$ cat src/rtl/digital_tube_scan_driver.sv
// digital_tube_scan_driver: free-running double-dabble BCD converter feeding a 6-digit multiplexed common-anode 7-segment scan.
// Optional `LEADING_ZERO_BLANK_EN blanks digits above the most significant nonzero digit.
module digital_tube_scan_driver #(
  parameter int SCAN_DIV = 50000
) (
  input  logic        clk,
  input  logic        rst_n,
  input  logic        display_enable,
  input  logic [19:0] display_num,
  output logic [7:0]  seg,
  output logic [5:0]  sel
);
  localparam int DW = (SCAN_DIV > 2) ? $clog2(SCAN_DIV) : 1;
  typedef enum logic [1:0] {LOAD, SHIFT, DONE} state_t;
  state_t state, state_nxt;
  logic [19:0] bin;
  logic [23:0] bcd, bcd_adj, digits;
  logic [4:0] cnt;
  logic [DW-1:0] div;
  logic [2:0] idx;
  logic [3:0] cur;
  logic [5:0] blank;
  logic [7:0] seg_nxt;
  always_ff @(posedge clk or negedge rst_n)
    if (!rst_n) state <= LOAD;
    else state <= state_nxt;
  always_comb begin
    state_nxt = state;
    case (state)
      LOAD:    state_nxt = SHIFT;
      SHIFT:   state_nxt = (cnt == 5'd19) ? DONE : SHIFT;
      default: state_nxt = LOAD;
    endcase
  end
  always_comb begin
    bcd_adj = bcd;
    for (int i = 0; i < 6; i++)
      bcd_adj[4*i +: 4] = (bcd[4*i +: 4] >= 4'd5) ? bcd[4*i +: 4] + 4'd3 : bcd[4*i +: 4];
  end
  always_ff @(posedge clk or negedge rst_n)
    if (!rst_n) begin
      bin    <= '0;
      bcd    <= '0;
      cnt    <= '0;
      digits <= '0;
    end else if (state == LOAD) begin
      bin <= (display_num > 20'd999999) ? 20'd999999 : display_num;
      bcd <= '0;
      cnt <= '0;
    end else if (state == SHIFT) begin
      {bcd, bin} <= {bcd_adj, bin} << 1;
      cnt        <= cnt + 5'd1;
    end else
      digits <= bcd;
  always_ff @(posedge clk or negedge rst_n)
    if (!rst_n) begin
      div <= '0;
      idx <= '0;
    end else if (!display_enable) begin
      div <= '0;
      idx <= '0;
    end else if (div == DW'(SCAN_DIV - 1)) begin
      div <= '0;
      idx <= (idx == 3'd5) ? 3'd0 : idx + 3'd1;
    end else
      div <= div + 1'b1;
  assign cur = digits[{idx, 2'b00} +: 4];
`ifdef LEADING_ZERO_BLANK_EN
  // a digit is blank when it and every digit above it are zero; digit 0 always shows
  always_comb begin
    logic z;
    z = 1'b1;
    blank = '0;
    for (int i = 5; i > 0; i--) begin
      z = z && (digits[4*i +: 4] == 4'd0);
      blank[i] = z;
    end
  end
`else
  assign blank = '0;
`endif
  always_comb begin
    seg_nxt = 8'hFF;
    case (cur)
      4'd0: seg_nxt = 8'hC0;
      4'd1: seg_nxt = 8'hF9;
      4'd2: seg_nxt = 8'hA4;
      4'd3: seg_nxt = 8'hB0;
      4'd4: seg_nxt = 8'h99;
      4'd5: seg_nxt = 8'h92;
      4'd6: seg_nxt = 8'h82;
      4'd7: seg_nxt = 8'hF8;
      4'd8: seg_nxt = 8'h80;
      4'd9: seg_nxt = 8'h90;
      default: seg_nxt = 8'hFF;
    endcase
  end
  always_ff @(posedge clk or negedge rst_n)
    if (!rst_n) begin
      seg <= 8'hFF;
      sel <= 6'h3F;
    end else begin
      seg <= (!display_enable || blank[idx]) ? 8'hFF : seg_nxt;
      sel <= display_enable ? ~(6'd1 << idx) : 6'h3F;
    end
endmodule

$ cat config.mk
export PLATFORM = sky130hd
export DESIGN_NAME = digital_tube_scan_driver
export DESIGN_NICKNAME = d
export VERILOG_FILES = /design/src/rtl/digital_tube_scan_driver.sv
export SDC_FILE = /design/constraint.sdc
export NUM_CORES = 1
export LEC_CHECK = 0
export CAP_MARGIN = 20
export CORE_UTILIZATION = 40
export CTS_CLUSTER_DIAMETER = 80
export DETAILED_ROUTE_END_ITERATION = 8
export PLACE_DENSITY_LB_ADDON = 0.25
export SLEW_MARGIN = 20
export SYNTH_ARGS = -nofsm -noshare
export SYNTH_HDL_FRONTEND = slang
export SYNTH_SLANG_ARGS = --single-unit
$ cat constraint.sdc
create_clock -name clk -period 2.52 [get_ports clk]
set_clock_uncertainty 0.2 [all_clocks]
set_input_delay 0.504 -clock clk [delete_from_list [all_inputs] [get_ports clk]]
set_output_delay 0.504 -clock clk [all_outputs]
set_load 0.01 [all_outputs]
==> flow_summary.json <==
{
  "layout_min_cycle_time_ps": 2310,
  "gr-total-overflow": 0,
  "finalSetupTns_ps": 0,
  "cts_tree": "yes",
  "power_leakage_nw": 2.68,
  "grt_util_all_layers": 0.165,
  "io_buffers": 35,
  "post_cts_buffers": 0,
  "cts-root-buf": "clkbuf_16",
  "htree_num_levels": 3,
  "totalWireLength_um": 9840,
  "clk_latency_ps": 350,
  "synth_top_family_by_area": "simple AND/OR/NAND/NOR gates",
  "grt_pass1_vias": 3714,
  "cts_buffer_depth": 2,
  "r2r_end": "seg[1]",
  "synth_simple_gate_area_frac": 0.145,
  "cp_top_family": "compound AO/OA/AOI/OAI gates",
  "grt_max_degree": 69,
  "critPathBufInv": 3,
  "pin_count": 37,
  "cp-end-kind": "register",
  "final_common_cell": "dfrtp_1",
  "fp.dieW_um": 116,
  "final_cells": 743,
  "maxSlewHeadroom": 0.586,
  "core_um2": 12700,
  "yosysWarnings": 0,
  "maxCapViolations": 0,
  "reg2reg_depth": 9,
  "clock.fmax_mhz": 434,
  "yosys.area_share.adder": 0.0478,
  "synth_nets": 570,
  "areaGrowthSynthToFinish_pct": 17.7,
  "synth.avg_cell_area_um2": 9.94,
  "routabilityCongestion": 0.818,
  "drtIter0Drc": 245,
  "clock-sinks": 107,
  "fp.dieH_um": 116,
  "path_cells": "buf_12 -> mux2i_1 -> nor2_1 -> a211o_4 -> inv_1 -> ha_1 -> inv_1 -> o21ai_1 -> a21bo_2",
  "synthArstFlopShare": 1.00,
  "detailed_place_hpwl_um": 6870,
  "vdd.ir_drop.worst_v": 0.000384,
  "critical_path_depth": 9,
  "synth_compound_area_frac": 0.139,
  "drc_errors": 0,
  "fin_nets": 609,
  "status": "complete, no violations",
  "wl_per_cell_um": 13.2,
  "critPathMaxFanout": 8,
  "drive_gt1_frac": 0.112,
  "critPathLaunchType": "register",
  "antenna_found_initial": 0,
  "crit_path_max_incr_delay_ps": 520,
  "grt_first_pass_wirelength_um": 17400,
  "syn_area_um2": 5240,
  "antenna_left": 0,
  "num_rows": 41,
  "initial_core_util": 0.413,
  "stdcell_area_um2": 6160,
  "synth.distinct_cells": 58,
  "synthCells": 527,
  "critPathArrivalTime_ps": 2380,
  "ys_seq_area_frac": 0.514,
  "cts_resized": 0,
  "ys_ff_latch": 107,
  "cts_buffers": 9,
  "diodes": 0,
  "holdBufCountCts": 1,
  "critPathSlowestCell": "dfrtp_1",
  "fillers": 1178,
  "num_vias": 3718,
  "dp.cells": 726,
  "cp_data_required_time_ps": 2600,
  "reg2reg_setup_slack_ps": 210,
  "most-common-layout-cells": "dfrtp_1, o21ai_0, inv_1",
  "synthMuxAreaShare": 0.0509,
  "post_dp_cell_area_um2": 5830,
  "rsz0062_at_grt": "no",
  "die_area_um2": 13600,
  "synth-xor-area-share": 0.0435,
  "cpMostUsedCell": "inv_1",
  "pwr_density_cell_nw_per_um2": 687,
  "setup_violations": 0,
  "rr_startpoint": "idx[0]",
  "worstMarginPinSlew_ps": 615,
  "hold_viol": 0,
  "hp-class": "reg2reg",
  "crit_type": "reg2reg",
  "clk_pin_slew_ps": 70,
  "vias_per_cell": 5.00,
  "hp-start": "bin[15]",
  "hold-path-endpoint": "bin[15]",
  "first_pass_iters": 4,
  "finalCritPeriodShare": 0.915,
  "whs_path_depth": 2,
  "slew_violations": 0,
  "synth_edf_count": 0,
  "ys.flop_type": "dfrtp_1"
}
-- cell type report --
class,count,area [um2],area share
clock buffer,10,239,0.0388
clock inverter,6,86.3,0.0140
inverter,52,195,0.0317
multi-input combinational,348,2230,0.363
sequential,107,2700,0.437
tap,172,215,0.0349
timing repair buffer,48,498,0.0808
-- synthesized netlist by cell type (all sizes together), types with 3 or more instances --
cell type | number | share of area
a21oi | 27 | 0.026
a22oi | 7 | 0.010
a31oi | 9 | 0.011
and2 | 4 | 0.0053
and3 | 3 | 0.0036
buf | 7 | 0.011
clkbuf | 13 | 0.011
dfrtp | 94 | 0.45
dfstp | 13 | 0.065
ha | 20 | 0.048
inv | 52 | 0.037
mux2 | 10 | 0.022
mux2i | 15 | 0.029
nand2 | 48 | 0.034
nand2b | 11 | 0.015
nand3 | 13 | 0.012
nor2 | 42 | 0.030
nor3 | 7 | 0.0076
nor3b | 7 | 0.010
o21ai | 62 | 0.059
o22ai | 6 | 0.0072
o31ai | 5 | 0.0072
xnor2 | 13 | 0.022
xor2 | 13 | 0.022
-- cells by family after synthesis --
kind of cell,after synthesis
other,1
adder cells (fa/ha/maj),20
AND/OR/NAND/NOR,150
AO/OA/AOI/OAI,126
flip-flops,107
multiplexers,25
buffers and inverters,72
XOR/XNOR,26
-- flip-flops by register name, indices dropped and copies added (netlist names) --
signal	cells
cnt	5
bcd	24
digits	24
bin	20
idx	3
div	16
sel	6
seg	7
state	2
-- where the power goes --
group          internal, mW  switching [mW]  total, mW  leakage (nW)
clock                 0.898           0.626       1.52         0.159
sequential             1.94          0.0956       2.03          1.37
combinational         0.346           0.335      0.681          1.15
total                  3.18            1.06       4.24          2.68
-- stage by stage --
| stage | hold WS, ps | util | total power [mW] | worst slack (ps) |
|---|---|---|---|---|
| CTS | 291 | 0.486 | 4.28 | 207 |
| detailed placement | 275 | 0.460 | 2.75 | 21.7 |
| global route | 314 | 0.486 | 4.46 | 51.1 |
| finish | 292 | 0.486 | 4.24 | 214 |
| global placement | 269 | 0.460 | 2.73 | 23.2 |
| floorplan | 8.41 | - | 2.45 | 380 |
-- worst min-delay path: cells and delay by family (launching register included) --
| family | cells | cell delay [ps] |
|---|---|---|
| DFF | 1 | 340 |
| AOI/OAI and AO/OA | 1 | 60 |
| and+or+nand+nor | 1 | 50 |
-- worst max path at each step --
stage	startpoint	end	slack, ps
2_1_floorplan	idx[0]	seg[1]	380
3_3_place_gp	display_num[12]	bin[9]	20
3_5_place_dp	display_num[12]	bin[4]	20
4_1_cts	idx[0]	seg[1]	210
5_1_grt	idx[0]	seg[1]	50
6_report	idx[0]	seg[1]	210
-- metal layers --
layer / track usage / wire length (um)
met5: 0 / 0
met4: 0.0590 / 166
met3: 0.0426 / 374
met2: 0.267 / 4600
met1: 0.215 / 4700
Power figures use the tool's default switching activity.
